## src/rtl/fp_leading_one_pipe.sv

```systemverilog
// Pipelined leading/trailing one/zero counter with valid/ready handshake and sideband tag.
// Optional normalising shifter on the last stage when FP_LOP_NORM_EN is defined.
module fp_leading_one_pipe #(
  parameter int unsigned LEN         = 32,
  parameter int unsigned PIPE_STAGES = 2,
  parameter int unsigned TAG_W       = 4
) (
  input  logic                    clk_i,
  input  logic                    rst_ni,
  input  logic                    valid_i,
  output logic                    ready_o,
  input  logic [LEN-1:0]          data_i,
  input  logic                    from_lsb_i,
  input  logic                    zeros_i,
  input  logic [TAG_W-1:0]        tag_i,
  output logic                    valid_o,
  input  logic                    ready_i,
  output logic [$clog2(LEN)-1:0]  cnt_o,
  output logic                    empty_o,
  output logic [TAG_W-1:0]        tag_o,
  output logic [LEN-1:0]          norm_o
);

  localparam int unsigned CW     = $clog2(LEN);
  localparam int unsigned LEVELS = CW;
  localparam int unsigned PAD    = 1 << CW;
  localparam int unsigned NODES  = 2 * PAD - 1;
  localparam int unsigned ROOT   = NODES - 1;

  // Flat node numbering: level l starts at 2*PAD - 2*(PAD>>l), leaves first.
  function automatic int unsigned lvl_off(input int unsigned l);
    return 2 * PAD - 2 * (PAD >> l);
  endfunction

  // Register s sits after tree level (s*LEVELS)/PIPE_STAGES, so the last one is at the root.
  function automatic logic [LEVELS:0] calc_reg_lvl();
    logic [LEVELS:0] r;
    r = '0;
    for (int unsigned s = 1; s <= PIPE_STAGES; s++) r[(s * LEVELS) / PIPE_STAGES] = 1'b1;
    return r;
  endfunction

  function automatic int unsigned stage_of(input int unsigned l);
    int unsigned n;
    n = 0;
    for (int unsigned s = 1; s <= PIPE_STAGES; s++)
      if ((s * LEVELS) / PIPE_STAGES <= l) n++;
    return (n == 0) ? 0 : n - 1;
  endfunction

  localparam logic [LEVELS:0] REG_LVL = calc_reg_lvl();

`ifdef FP_LOP_NORM_EN
  function automatic logic [LEN-1:0] do_norm(input logic [LEN-1:0] d, input logic lsb,
                                             input logic f, input logic [CW-1:0] c);
    if (!f) return d;
    return lsb ? (d >> c) : (d << c);
  endfunction
`endif

  logic [LEN-1:0] x;
  logic [PAD-1:0] x_pad;
  logic           found_c [NODES];
  logic [CW-1:0]  idx_c   [NODES];
  logic           found_r [NODES];
  logic [CW-1:0]  idx_r   [NODES];

  // Operand prep: invert for zero search, reverse so the tree always scans from index 0.
  always_comb begin
    x = '0;
    for (int unsigned i = 0; i < LEN; i++)
      x[i] = (from_lsb_i ? data_i[i] : data_i[LEN-1-i]) ^ zeros_i;
    x_pad = PAD'(x);
  end

  // Priority tree: lower index wins; index forced to 0 when no leaf below matches.
  always_comb begin
    int unsigned   ci, ni;
    logic          fl, fr;
    logic [CW-1:0] il, ir;
    ci = 0; ni = 0; fl = 1'b0; fr = 1'b0; il = '0; ir = '0;
    found_c = '{default: 1'b0};
    idx_c   = '{default: '0};
    for (int unsigned i = 0; i < PAD; i++) begin
      found_c[i] = x_pad[i];
      idx_c[i]   = CW'(i);
    end
    for (int unsigned l = 1; l <= LEVELS; l++) begin
      for (int unsigned j = 0; j < (PAD >> l); j++) begin
        ci = lvl_off(l - 1) + 2 * j;
        ni = lvl_off(l) + j;
        fl = REG_LVL[l-1] ? found_r[ci]     : found_c[ci];
        fr = REG_LVL[l-1] ? found_r[ci + 1] : found_c[ci + 1];
        il = REG_LVL[l-1] ? idx_r[ci]       : idx_c[ci];
        ir = REG_LVL[l-1] ? idx_r[ci + 1]   : idx_c[ci + 1];
        found_c[ni] = fl | fr;
        idx_c[ni]   = fl ? il : (fr ? ir : '0);
      end
    end
  end

  if (PIPE_STAGES == 0) begin : g_comb
    always_comb begin
      found_r = '{default: 1'b0};
      idx_r   = '{default: '0};
    end
    assign ready_o = ready_i;
    assign valid_o = valid_i;
    assign cnt_o   = idx_c[ROOT];
    assign empty_o = ~found_c[ROOT];
    assign tag_o   = tag_i;
`ifdef FP_LOP_NORM_EN
    assign norm_o  = do_norm(data_i, from_lsb_i, found_c[ROOT], idx_c[ROOT]);
`else
    assign norm_o  = '0;
`endif
  end else begin : g_pipe
    logic                   live;
    logic                   nxt;
    logic [PIPE_STAGES-1:0] vq, vin, en, ld;
    logic [TAG_W-1:0]       tag_q  [PIPE_STAGES];
    logic [TAG_W-1:0]       tag_in [PIPE_STAGES];
`ifdef FP_LOP_NORM_EN
    logic [LEN-1:0]         dat_q  [PIPE_STAGES];
    logic [LEN-1:0]         dat_in [PIPE_STAGES];
    logic                   lsb_q  [PIPE_STAGES];
    logic                   lsb_in [PIPE_STAGES];
`endif

    // Stage enables ripple back from the output; stage 0 also waits for reset release.
    always_comb begin
      en  = '0;
      nxt = ready_i;
      vin = PIPE_STAGES'({vq, valid_i});
      for (int s = int'(PIPE_STAGES) - 1; s >= 0; s--) begin
        en[s] = ~vq[s] | nxt;
        nxt   = en[s];
      end
      en[0] = en[0] & live;
      ld    = en & vin;
    end

    always_comb begin
      tag_in    = '{default: '0};
      tag_in[0] = tag_i;
      for (int unsigned s = 1; s < PIPE_STAGES; s++) tag_in[s] = tag_q[s-1];
`ifdef FP_LOP_NORM_EN
      dat_in    = '{default: '0};
      lsb_in    = '{default: 1'b0};
      dat_in[0] = data_i;
      lsb_in[0] = from_lsb_i;
      for (int unsigned s = 1; s < PIPE_STAGES; s++) begin
        dat_in[s] = dat_q[s-1];
        lsb_in[s] = lsb_q[s-1];
      end
`endif
    end

    always_ff @(posedge clk_i or negedge rst_ni) begin
      if (!rst_ni) begin
        live  <= 1'b0;
        vq    <= '0;
        tag_q <= '{default: '0};
`ifdef FP_LOP_NORM_EN
        dat_q <= '{default: '0};
        lsb_q <= '{default: 1'b0};
`endif
      end else begin
        live <= 1'b1;
        for (int unsigned s = 0; s < PIPE_STAGES; s++) begin
          if (en[s]) vq[s] <= vin[s];
          if (ld[s]) begin
            tag_q[s] <= tag_in[s];
`ifdef FP_LOP_NORM_EN
            // Last stage holds the shifted operand instead of the raw one.
            dat_q[s] <= (s == PIPE_STAGES - 1)
                        ? do_norm(dat_in[s], lsb_in[s], found_c[ROOT], idx_c[ROOT])
                        : dat_in[s];
            lsb_q[s] <= lsb_in[s];
`endif
          end
        end
      end
    end

    // Tree node registers, loaded only with a real beat so outputs hold between beats.
    always_ff @(posedge clk_i or negedge rst_ni) begin
      if (!rst_ni) begin
        found_r <= '{default: 1'b0};
        idx_r   <= '{default: '0};
      end else begin
        for (int unsigned l = 1; l <= LEVELS; l++) begin
          if (REG_LVL[l]) begin
            for (int unsigned j = 0; j < (PAD >> l); j++) begin
              if (ld[stage_of(l)]) begin
                found_r[lvl_off(l) + j] <= found_c[lvl_off(l) + j];
                idx_r[lvl_off(l) + j]   <= idx_c[lvl_off(l) + j];
              end
            end
          end
        end
      end
    end

    assign ready_o = en[0];
    assign valid_o = vq[PIPE_STAGES-1];
    assign cnt_o   = idx_r[ROOT];
    assign empty_o = ~found_r[ROOT];
    assign tag_o   = tag_q[PIPE_STAGES-1];
`ifdef FP_LOP_NORM_EN
    assign norm_o  = dat_q[PIPE_STAGES-1];
`else
    assign norm_o  = '0;
`endif
  end

endmodule

```

## config.mk

```make
export PLATFORM = sky130hd
export DESIGN_NAME = fp_leading_one_pipe
export DESIGN_NICKNAME = d
export VERILOG_FILES = /design/src/rtl/fp_leading_one_pipe.sv
export SDC_FILE = /design/constraint.sdc
export NUM_CORES = 1
export LEC_CHECK = 0
export BUFFER_PORTS_ARGS = -buffer_cell sky130_fd_sc_hd__clkbuf_2
export CAP_MARGIN = 40
export CORE_ASPECT_RATIO = 1.4
export CORE_UTILIZATION = 50
export DETAILED_ROUTE_END_ITERATION = 16
export GPL_TIMING_DRIVEN = 0
export HOLD_SLACK_MARGIN = 0.08
export PLACE_DENSITY = 0.73
export SETUP_SLACK_MARGIN = 0.4
export SYNTH_ARGS = -nofsm -noshare
export SYNTH_HDL_FRONTEND = slang
export SYNTH_SLANG_ARGS = --single-unit
```

## constraint.sdc

```tcl
create_clock -name clk_i -period 1.6 [get_ports clk_i]
set_input_delay 0.24 -clock clk_i [delete_from_list [all_inputs] [get_ports clk_i]]
set_output_delay 0.24 -clock clk_i [all_outputs]
set_load 0.01 [all_outputs]
```

After elaboration in Yosys (flattened, before gate mapping). Cells that the tools add are included.

Mux-type cells: 94. Bitwise gates (word level): 70.

Operators by type and width (number): two-way mux 5 bit (38); two-way mux 4 bit (12); two-way mux 1 bit (34); OR 1 bit (33); bitwise XOR 1 bit (32); two-way mux 3 bit (6); two-way mux 2 bit (4); inverter 1 bit (3); AND 2 bit (1); AND 1 bit (1).

Flip-flop bits (word level): 65. Word-level logic and storage cells: 187.

Longest topological paths before layout. Gate-level depths: netlist of the first run.

Depth in word-level cells: 6. Mapped depth: 7. Depth with buffers taken out: 4.

Worst setup path before layout of the first run. OpenSTA, ideal clock, no wires.

Path kind: register to register. Start: register g_pipe.vq[1]. End: register found_r[7] in the netlist's numbering. Setup time: 121 ps. Arrival: 1275 ps. Required time: 1479 ps. Setup slack: 204 ps. Cell stages (with the launch flop): 7. Cell sequence: dfrtp_1 nand3b_1 and3_1 clkbuf_1 buf_2 nand2_1 o22a_1.

Word-level cells in the longest chain between the ends: 5.

RTL lines: start: declaration (RTL line 120) `logic [PIPE_STAGES-1:0] vq, vin, en, ld;`; start signal: indexed assignment (RTL line 171) `if (en[s]) vq[s] <= vin[s];`; inverter 1 bit (RTL line 136) `en[s] = ~vq[s] | nxt;`; OR 1 bit (2 in a row) (RTL line 136); AND 1 bit (RTL line 139) `en[0] = en[0] & live;`; AND 2 bit (RTL line 140) `ld = en & vin;`; end signal: indexed assignment (RTL line 196) `found_r[lvl_off(l) + j] <= found_c[lvl_off(l) + j];`; end: declaration (RTL line 65) `logic found_r [NODES];`.

Every way passes these cells. A chain may end at the register's enable or synchronous reset.

Final worst setup path of the first run.
Start: register found_r[8] in the netlist's numbering. End: register idx_r, in the netlist cnt_o[3].

Word-level cells in the longest chain between the ends: 5.

RTL lines: two-way mux 5 bit or OR 1 bit (tied branches) (RTL line 97, 96); two-way mux 5 bit (2 in a row) (RTL line 97) `idx_c[ni] = fl ? il : (fr ? ir : '0);`; two-way mux 5 bit * (2 in a row) (RTL line 97); end signal: indexed assignment (RTL line 197) `idx_r[lvl_off(l) + j] <= idx_c[lvl_off(l) + j];`; end: declaration (RTL line 66) `logic [CW-1:0] idx_r [NODES];`.

Mark *: on every way between the ends. The rest lies on a longest branch, timed or not.

==> impl_metrics.csv, run 1 <==
group,metric,value,unit
worst_setup_path,critical_path_buf_inv_count,1,
cells_and_area,regArea,1204,sq um
worst_setup_path,critical-path-top-delay-family,"compound AO/OA/AOI/OAI gates",
power_and_ir_drop,swShare,0.3391,
sta,hold_violations,0,
yosys,syn-instance-count,420,
power_and_ir_drop,p_leak,2.278,nW
routing,wl_per_cell,16.23,microns
yosys,synth-async-reset-ratio,1.000,
worst_setup_path,crit_path_end_kind,"register",
yosys,postSynthAreaPerCell,8.627,sq um
routing,drtAntennaViolNets,0,
power_and_ir_drop,switching_power,1.239,mW
sta,max_clock_freq,0.6966,GHz
die,row_count,36,
cells_and_area,diodes,0,
sta,clock_skew,9.169,ps
power_and_ir_drop,power.density,740.0,nW/um^2
cts,cts_tree,"built",
yosys,synth-seq-cells,48,
cells_and_area,area_growth,36.29,%
routing,dr.first_iter.drc_count,296,
grt,grt_pass1_wl,15840,microns
sta,period_needed,1436,ps
place,gp_congestion,0.9268,
cells_and_area,nNetsFinal,571,
outcome,status,"finished, final reports clean",
sta,min_period_over_period,0.8973,
cts,cts_root_buffer,"clkbuf_8",
min_path,min_path_type,"in -> reg",
yosys,synth_common_cells,"nand2_1, dfrtp_1, buf_4",
routing,wl,10150,microns
cts,cts_sinks,48,
yosys,yosysMostFrequentCell,"nand2_1",
flow_run,cap_violations,0,
die,die_y,102.7,microns
cts,clk_pin_slew_worst_paths,90,ps
yosys,yosysTopAreaCell,"dfrtp_1",
sta,relSlewSlack,0.6079,
worst_setup_path,slowest_stage,"dfrtp_1",
die,io_pins,86,
power_and_ir_drop,peakVddDrop,452.3,uV
cts,numCtsBuffers,5,
worst_setup_path,cp.arrival,1640,ps
die,fp.coreArea,6982,sq um
grt,overflow,0,
power_and_ir_drop,clockPowerShare,0.208,
cells_and_area,drive_above_1_share,0.3792,
yosys,ys_seq_area_frac,0.3315,
worst_setup_path,cpPeakStageDelay,380,ps
yosys,synth_ff_type,"dfrtp_1",
routing,via_per_inst,5.586,
yosys,yosys_warnings,0,
worst_setup_path,crit_chain,"buf_6 -> nand3b_1 -> a211oi_2 -> nor3_1 -> o41ai_1",
yosys,synth_area_leaders,"dfrtp_1, buf_4, nand2_1",
place,dp_cells,598,
routing,firstDrtPassIters,5,
yosys,synth_edf_count,0,
routing,vias,3491,
routing,drc,0,
cts,cts.path.max_buffers,2,
die,start_util,0.5190,
cells_and_area,multi_input_area,2394,sq um
die,die_w,73.95,microns
cts,cts_htree_levels,2,
sta,tns,0,ps
yosys,synthDistinctLibCells,48,
yosys,netlist_area,3623,sq um
worst_setup_path,startpoint_type,"register",
sta,setup_viol,0,
worst_setup_path,critPathMaxFanout,10,
worst_setup_path,worstSetupPathType,"reg -> reg",
power_and_ir_drop,power_frac_comb,0.372,
die,die_area,7596,sq um
grt,antenna_found_initial,0,
sta,tightestPinTransition,588.1,ps
place,port-buffer-count,51,
grt,grt_util_all_layers,0.2737,
yosys,yosys.area.top_type_share,0.3315,
cells_and_area,fin_cells,625,
place,hpwl,7105,microns
grt,grt_start_max_net_pins,27,
sta,finalMaxSlewViolations,0,
sta,rsz0062_at_grt,"yes",
cts,clock_latency,300,ps
cells_and_area,n_fill_cell,523,
power_and_ir_drop,p_int,2.415,mW
grt,grt_pass1_vias,3234,
worst_setup_path,required,1800,ps
power_and_ir_drop,p_seq_frac,0.420,
[worst reg2reg max path: stages (launching register included)]
cell      delay [ps]
dfrtp_1          380
buf_6            140
nand3b_1         190
a211oi_2         300
nor3_1            90
o41ai_1          240
[per-layer routing]
| metal | vias to the layer above | global-route usage | wire length (microns) |
|---|---|---|---|
| met1 | 1644 | 0.3201 | 4045 |
| li1 | 1684 | - | - |
| met4 | 0 | 0.1183 | 316 |
| met3 | 27 | 0.03128 | 376 |
| met5 | - | 0 | 0 |
| met2 | 136 | 0.4965 | 5407 |
[state kept, by name, indices dropped and copies added (netlist names)]
name	count
idx_r	23
g_pipe.tag_in	4
cnt_o	5
found_r	9
g_pipe.live	1
g_pipe.vq	2
tag_o	4
[power groups by stage]
stage / clock [mW] / combinational [mW] / sequential (mW)
global placement: 0 / 1.02 / 1.53
finish: 0.759 / 1.36 / 1.54
detailed placement: 0 / 1.05 / 1.53
CTS: 0.765 / 1.23 / 1.52
floorplan: 0 / 0.714 / 1.52
global route: 0.834 / 1.48 / 1.56
[cells by family (layout without fill, tap and decap cells)]
logic type             Yosys count  count (layout)  synth area share
other                            2              33          0.002073
DFF                             48              48            0.3315
muxes                           14              14           0.09185
buffers and inverters           78             156            0.1274
and+or+nand+nor                155             156            0.2068
AOI/OAI and AO/OA              123             123            0.2403
[worst paths after layout]
| path | startpoint | endpoint | slack (ps) | cells past startpoint |
|---|---|---|---|---|
| max | found_r[8] | cnt_o[3] | 160 | 5 |
| min | tag_i[2] | g_pipe.tag_in[2] | 140 | 3 |
| max reg2reg | found_r[8] | cnt_o[3] | 160 | 5 |
| min reg2reg | tag_o[0] | tag_o[0] | 480 | 2 |
| max in group asynchronous | rst_ni | g_pipe.live | 580 | 3 |
| min in group asynchronous | rst_ni | tag_o[3] | 460 | 2 |
[cells in the final DEF, fill, tap and decap left out, types with 4 or more instances in the layout]
cell,synthesis,final
o21ai_1,1,5
nand2_2,0,8
clkbuf_2,0,49
buf_2,7,6
a21oi_1,18,17
nor2_1,22,20
conb_1,2,33
buf_8,0,5
o32a_1,7,7
inv_1,18,18
a31oi_1,7,7
a221oi_1,5,4
nand3_4,0,5
mux4_2,5,5
o22ai_1,4,4
o21a_1,11,11
nand2_4,0,8
nand3_1,9,5
and2_1,20,17
nor2b_1,11,11
nand2_1,67,50
clkbuf_8,0,10
o21ai_0,26,22
buf_6,2,15
dfrtp_1,48,46
buf_4,38,42
mux4_1,8,8
o221ai_2,0,7
o22a_1,5,5
a32oi_1,8,8
or2_2,7,7
[through the flow]
stage | hold WS (ps) | setup slack, ps | power (mW) | util | instance area [sq um]
2_1_floorplan | -55.59 | 280.6 | 2.230 | - | 3885
3_3_place_gp | 434.4 | 98.31 | 2.550 | 0.6100 | 4259
3_5_place_dp | 259.1 | 79.71 | 2.585 | 0.6129 | 4279
4_1_cts | 130.2 | 187.3 | 3.516 | 0.6826 | 4766
5_1_grt | 140.9 | 108.8 | 3.875 | 0.7073 | 4938
6_report | 144.1 | 164.4 | 3.655 | 0.7073 | 4938
[cell type report]
class	count	area share
buffer	59	0.1097
clock buffer	7	0.01748
clock inverter	1	0.001520
inverter	19	0.01596
multi-input combinational	326	0.4847
sequential	48	0.2437
tap	95	0.02407
timing repair buffer	70	0.1029
[timing repair]
item,in CTS,in global routing
hold endpoints to repair,22,0
buffers inserted,9,4
gates resized for setup,55,44
setup endpoints to repair,47,52
gates cloned,5,0
pin swaps,28,9
hold buffers,1,0
Note: power is estimated with default switching activity, not from simulation.
==> run 2, diff against run 1 <==
==> constraint.sdc (replaced) <==
create_clock -name clk_i -period 1.7 [get_ports clk_i]
set_input_delay 0.255 -clock clk_i [delete_from_list [all_inputs] [get_ports clk_i]]
set_output_delay 0.255 -clock clk_i [all_outputs]
set_load 0.01 [all_outputs]
==> run 2 against run 1 <==
Net effect: sequential power is 7% lower; largest power group unchanged; fmax is 2.3% higher; highest routed layer unchanged; non-clock buffer count is 4 lower.
==> impl_metrics.csv, run 2 (synthesis gave the netlist of run 1 again) <==
group,metric,value,unit
outcome,status,"finished, final reports clean",
routing,wl_per_cell,15.93,microns
routing,dr.first_iter.drc_count,279,
power_and_ir_drop,p_int,2.207,mW
die,io_pins,86,
die,die_y,102.7,microns
cells_and_area,n_fill_cell,548,
routing,drc,0,
sta,tns,0,ps
flow_run,cap_violations,0,
routing,wl,9893,microns
power_and_ir_drop,p_seq_frac,0.430,
power_and_ir_drop,power_frac_comb,0.361,
place,port-buffer-count,51,
grt,overflow,0,
min_path,min_path_type,"in -> reg",
die,die_area,7596,sq um
place,dp_cells,598,
worst_setup_path,critical-path-top-delay-family,"simple AND/OR/NAND/NOR gates",
die,start_util,0.5190,
cts,cts_tree,"built",
die,row_count,36,
cells_and_area,drive_above_1_share,0.3745,
sta,setup_viol,0,
sta,hold_violations,0,
sta,min_period_over_period,0.8255,
cells_and_area,fin_cells,621,
worst_setup_path,crit_path_end_kind,"register",
sta,period_needed,1403,ps
cells_and_area,most-common-layout-cells,"clkbuf_2, nand2_1, dfrtp_1",
power_and_ir_drop,swShare,0.3380,
cells_and_area,final_common_cell,"clkbuf_2",
cts,cts_sinks,48,
worst_setup_path,cp.arrival,1640,ps
place,gp_congestion,0.8930,
grt,grt_pass1_wl,14870,microns
cells_and_area,regMostFlops,"idx_r",
worst_setup_path,critPathMaxFanout,9,
die,die_w,73.95,microns
sta,rsz0062_at_grt,"yes",
power_and_ir_drop,power.density,686.9,nW/um^2
worst_setup_path,worstSetupPathType,"reg -> reg",
cells_and_area,area_growth,33.98,%
cells_and_area,nNetsFinal,567,
routing,firstDrtPassIters,5,
worst_setup_path,slowest_stage,"or4bb_1",
grt,grt_start_max_net_pins,35,
worst_setup_path,required,1930,ps
power_and_ir_drop,peakVddDrop,316.2,uV
sta,clock_skew,4.720,ps
power_and_ir_drop,clockPowerShare,0.209,
cts,cts_root_buffer,"clkbuf_8",
place,hpwl,6908,microns
cells_and_area,final_core_util,0.6953,
cells_and_area,diodes,0,
cts,clock_latency,300,ps
worst_setup_path,startpoint_type,"register",
cts,cts.path.max_buffers,2,
power_and_ir_drop,p_leak,2.254,nW
grt,antenna_found_initial,0,
routing,via_per_inst,5.593,
grt,grt_pass1_vias,3039,
worst_setup_path,critical_path_buf_inv_count,1,
power_and_ir_drop,switching_power,1.127,mW
sta,max_clock_freq,0.7125,GHz
worst_setup_path,cpPeakStageDelay,470,ps
cts,clk_pin_slew_worst_paths,90,ps
die,fp.coreArea,6982,sq um
cts,numCtsBuffers,5,
routing,drtAntennaViolNets,0,
sta,finalMaxSlewViolations,0,
cells_and_area,largest_reg_flops,23,
routing,vias,3473,
worst_setup_path,crit_chain,"clkbuf_8 -> or4bb_1 -> a21oi_1 -> a31oi_1 -> o21ai_1",
grt,grt_util_all_layers,0.2565,
cts,cts_htree_levels,2,
[run 2: final timing paths]
path / slack (ps) / to / startpoint / cells past startpoint
max: 300 / cnt_o[2] / found_r[12] / 5
min reg2reg: 480 / cnt_o[4] / cnt_o[4] / 2
min in group asynchronous: 410 / g_pipe.vq[1] / rst_ni / 2
max in group asynchronous: 780 / found_r[13] / rst_ni / 3
min: 150 / g_pipe.tag_in[1] / tag_i[1] / 3
max reg2reg: 300 / cnt_o[2] / found_r[12] / 5
[run 2: routing by layer]
layer	wire length (microns)	part of all wire	up-vias	track usage
li1	-	-	1672	-
met1	3716	0.38	1640	0.3131
met2	5319	0.54	130	0.4552
met3	464	0.047	31	0.02933
met4	393	0.040	0	0.1021
met5	0	0	-	0
[run 2: layout make-up]
class / count / area, sq um / share of cell area
buffer: 59 / 528.0 / 0.1088
clock buffer: 6 / 82.58 / 0.01701
clock inverter: 2 / 10.01 / 0.002062
inverter: 19 / 78.83 / 0.01624
multi-input combinational: 326 / 2366 / 0.4874
sequential: 48 / 1202 / 0.2477
tap: 95 / 118.9 / 0.02448
timing repair buffer: 66 / 467.9 / 0.09639
[run 2: worst register-to-register path: stages, from the launching register on]
cell and delay (ps):
dfrtp_1 380, clkbuf_8 160, or4bb_1 480, a21oi_1 140, a31oi_1 60, o21ai_1 120
[run 2: repair_timing]
| action | in CTS | in global routing |
|---|---|---|
| endpoints found under the hold margin | 14 | 0 |
| setup buffers | 6 | 2 |
| gates resized for setup | 33 | 64 |
| setup endpoints to repair | 44 | 46 |
| gates cloned | 1 | 5 |
| pin swaps | 4 | 14 |
| hold buffers | 1 | 0 |
[run 2: stage by stage]
stage	hold slack [ps]	power (mW)	worst slack, ps	cell area, sq um
after floorplan	-40.59	2.071	365.4	3796
after global placement	446.3	2.363	137.5	4170
after detailed placement	197.1	2.396	129.6	4190
after CTS	144.3	3.158	285.3	4497
after global routing	152.3	3.520	208.8	4855
final	147.2	3.334	296.6	4855
[run 2: power groups by stage]
stage	clock network, mW	logic (mW)	registers, mW
finish	0.697	1.20	1.43
global route	0.745	1.32	1.45
CTS	0.701	1.04	1.41
detailed placement	0	0.959	1.44
global placement	0	0.935	1.43
floorplan	0	0.646	1.42
==> run 3, diff against run 2 <==
--- a/config.mk
+++ b/config.mk
@@ -5,6 +5,7 @@
 export SDC_FILE = /design/constraint.sdc
 export NUM_CORES = 1
 export LEC_CHECK = 0
+export ABC_AREA = 1
 export BUFFER_PORTS_ARGS = -buffer_cell sky130_fd_sc_hd__clkbuf_2
 export CAP_MARGIN = 40
 export CORE_ASPECT_RATIO = 1.4
@@ -12,7 +13,7 @@
 export DETAILED_ROUTE_END_ITERATION = 16
 export GPL_TIMING_DRIVEN = 0
 export HOLD_SLACK_MARGIN = 0.08
-export PLACE_DENSITY = 0.73
+export PLACE_DENSITY = 0.76
 export SETUP_SLACK_MARGIN = 0.4
 export SYNTH_ARGS = -nofsm -noshare
 export SYNTH_HDL_FRONTEND = slang
==> constraint.sdc (replaced) <==
create_clock -name clk_i -period 1.2 [get_ports clk_i]
set_input_delay 0.18 -clock clk_i [delete_from_list [all_inputs] [get_ports clk_i]]
set_output_delay 0.18 -clock clk_i [all_outputs]
set_load 0.01 [all_outputs]
==> run 3 against run 2 <==
Net effect: the flow now finishes with violations (hold timing, setup timing); critical path depth rose by 4; clock skew shrank 0.85 ps; first-iteration DRC count fell by 13%; largest power group unchanged.
==> impl_metrics.csv, run 3 <==
group,metric,value,unit
outcome,status,"complete, but fails checks",
outcome,violations,"hold timing, setup timing",
die,io_pins,86,
place,gp_congestion,0.9155,
cts,cts_tree,"built",
power_and_ir_drop,clockPowerShare,0.180,
worst_setup_path,r2r_end,"idx_r[55]",
grt,grt_start_max_net_pins,30,
cts,cts_root_buffer,"clkbuf_8",
routing,dr.first_iter.drc_count,243,
worst_setup_path,critical_path_buf_inv_count,3,
worst_setup_path,critical-path-top-delay-family,"simple AND/OR/NAND/NOR gates",
worst_setup_path,crit_chain,"nand3_2 -> nand2_2 -> inv_2 -> buf_12 -> nand2_8 -> clkbuf_16 -> nor2_4 -> nand2_1 -> nand2_1",
grt,overflow,0,
routing,via_per_inst,4.941,
cells_and_area,largest_reg_flops,23,
cts,cts.path.max_buffers,2,
yosys,synth-seq-cells,48,
cts,clk_pin_slew_worst_paths,80,ps
sta,whs,-174.4,ps
yosys,synth_ff_type,"dfrtp_1",
yosys,yosysMostFrequentCell,"nand2_1",
worst_setup_path,cp.arrival,1510,ps
cells_and_area,nNetsFinal,796,
power_and_ir_drop,power_frac_comb,0.403,
yosys,postSynthAreaPerCell,5.910,sq um
yosys,synth_edf_count,0,
sta,fin_ws,-105.5,ps
routing,wl,11190,microns
power_and_ir_drop,p_int,3.228,mW
worst_setup_path,rrSetupSlack,-110,ps
yosys,synthDistinctLibCells,20,
worst_setup_path,reg2reg_from,"g_pipe.vq[1]",
place,hpwl,7982,microns
yosys,yosysTopAreaCell,"dfrtp_1",
yosys,ys_seq_area_frac,0.3176,
routing,wl_per_cell,13.15,microns
cells_and_area,final_common_cell,"nand2_1",
yosys,netlist_area,3782,sq um
cts,hold_buffers,1,
yosys,synth-async-reset-ratio,1.000,
grt,antenna_found_initial,0,
routing,vias,4205,
cts,cts_sinks,48,
sta,tns,-2386,ps
worst_setup_path,crit_path_end_kind,"register",
grt,grt_pass1_wl,17240,microns
die,row_count,37,
routing,top_layer_used,"met4",
yosys,yosys_warnings,0,
worst_setup_path,slowest_stage,"dfrtp_1",
worst_setup_path,startpoint_type,"register",
sta,tightestPinTransition,558.7,ps
power_and_ir_drop,p_leak,2.963,nW
worst_setup_path,ff2ff_path_depth,9,
die,die_w,75.51,microns
yosys,synth_area_leaders,"dfrtp_1, nand2_1, nand3_1",
cells_and_area,final_core_util,0.6741,
cts,clock_latency,310,ps
worst_setup_path,cpPeakStageDelay,400,ps
worst_setup_path,cpMostUsedCell,"nand2_1",
sta,rsz0062_at_grt,"yes",
sta,clock_skew,3.872,ps
routing,met1Wirelength,4240,microns
yosys,syn-instance-count,640,
sta,hold_violations,19,
sta,period_needed,1305,ps
power_and_ir_drop,power.density,1045,nW/um^2
power_and_ir_drop,peakVddDrop,781.6,uV
routing,wl_met3,518,microns
grt,grt_util_all_layers,0.2864,
power_and_ir_drop,swShare,0.3738,
cells_and_area,regMostFlops,"idx_r",
power_and_ir_drop,p_seq_frac,0.417,
power_and_ir_drop,switching_power,1.927,mW
die,fp.coreArea,7315,sq um
cells_and_area,drive_above_1_share,0.2586,
sta,finalMaxSlewViolations,0,
worst_setup_path,critPathMaxFanout,5,
worst_setup_path,worstSetupPathType,"reg -> reg",
cells_and_area,most-common-layout-cells,"nand2_1, nand3_1, buf_4",
grt,grt_pass1_vias,3981,
place,port-buffer-count,52,
flow_run,cap_violations,0,
sta,min_period_over_period,1.088,
yosys,yosys.area.top_type_share,0.3176,
sta,max_clock_freq,0.7660,GHz
yosys,synth_common_cells,"nand2_1, nand3_1, inv_1",
worst_setup_path,required,1410,ps
cells_and_area,area_growth,30.37,%
routing,drc,0,
min_path,min_path_type,"in -> async",
cells_and_area,diodes,0,
die,die_y,104.9,microns
sta,relSlewSlack,0.6275,
die,die_area,7921,sq um
routing,firstDrtPassIters,7,
routing,drtAntennaViolNets,0,
cts,numCtsBuffers,5,
die,start_util,0.5171,
cts,cts_htree_levels,2,
sta,setup_viol,36,
routing,dr_wl_met2,5934,microns
run 3: changes by cell type after synthesis, moves of 8 or more:
| cell | delta |
|---|---|
| a21oi_1 | -14 |
| nand2_1 | +251 |
| nor2_1 | +24 |
| and2_1 | -20 |
| nand3_1 | +78 |
| clkbuf_1 | -10 |
| nor2b_1 | -11 |
| o21ai_0 | -19 |
| mux4_1 | -8 |
| a32oi_1 | -8 |
| inv_1 | +37 |
| o21a_1 | -11 |
run 3: worst max-delay path by stage:
stage                             from         end  slack [ps]  cells after the start
after detailed placement    from_lsb_i   idx_r[38]        -170                     11
after global routing      g_pipe.vq[0]   idx_r[55]        -230                      9
after floorplan            found_r[12]    cnt_o[0]          50                      8
final                     g_pipe.vq[1]   idx_r[55]        -110                      9
after global placement      from_lsb_i  found_r[9]        -150                     11
after CTS                 g_pipe.vq[0]     ready_o         -40                      4
run 3: area by class of cell:
cell class / count / area, sq um
clock buffer: 5 / 68.82
multi-input combinational: 504 / 2256
buffer: 63 / 526.8
sequential: 48 / 1205
timing repair buffer: 75 / 526.8
clock inverter: 2 / 12.51
tap: 97 / 121.4
fill: 681 / 2384
inverter: 57 / 214.0
run 3: power by group through the flow:
| stage | clock network (mW) | registers (mW) | logic, mW |
|---|---|---|---|
| after floorplan | 0 | 2.12 | 1.16 |
| after global placement | 0 | 2.13 | 1.60 |
| after detailed placement | 0 | 2.14 | 1.64 |
| after CTS | 0.948 | 2.12 | 1.88 |
| after global routing | 0.983 | 2.19 | 2.33 |
| final | 0.926 | 2.15 | 2.08 |
run 3: timing repair:
| item | in CTS | in global routing |
|---|---|---|
| setup buffers | 18 | 1 |
| gates cloned | 1 | 2 |
| resized for setup | 47 | 47 |
| setup endpoints to repair | 58 | 59 |
| hold endpoints to repair | 20 | 19 |
| pin swaps | 10 | 8 |
run 3: kinds of logic after synthesis:
| kind of cell | share of synthesized area |
|---|---|
| AO/OA/AOI/OAI | 0.02547 |
| buffers and inverters | 0.1753 |
| flip-flops | 0.3176 |
| other | 0.001986 |
| AND/OR/NAND/NOR | 0.4797 |
run 3: per-stage QoR:
step / setup slack (ps) / std cells / cell area, sq um / total power [mW]
floorplan: 51.67 / 671 / 3954 / 3.278
global placement: -146.8 / 820 / 4335 / 3.732
detailed placement: -171.1 / 821 / 4355 / 3.788
CTS: -42.93 / 848 / 4745 / 4.948
global route: -227.6 / 851 / 4931 / 5.502
finish: -105.5 / 851 / 4931 / 5.155
run 3: layer usage:
layer	vias to the layer above	track usage
met2	151	0.5179
met5	-	0
met3	40	0.03472
met4	0	0.1415
li1	2124	-
met1	1890	0.3146
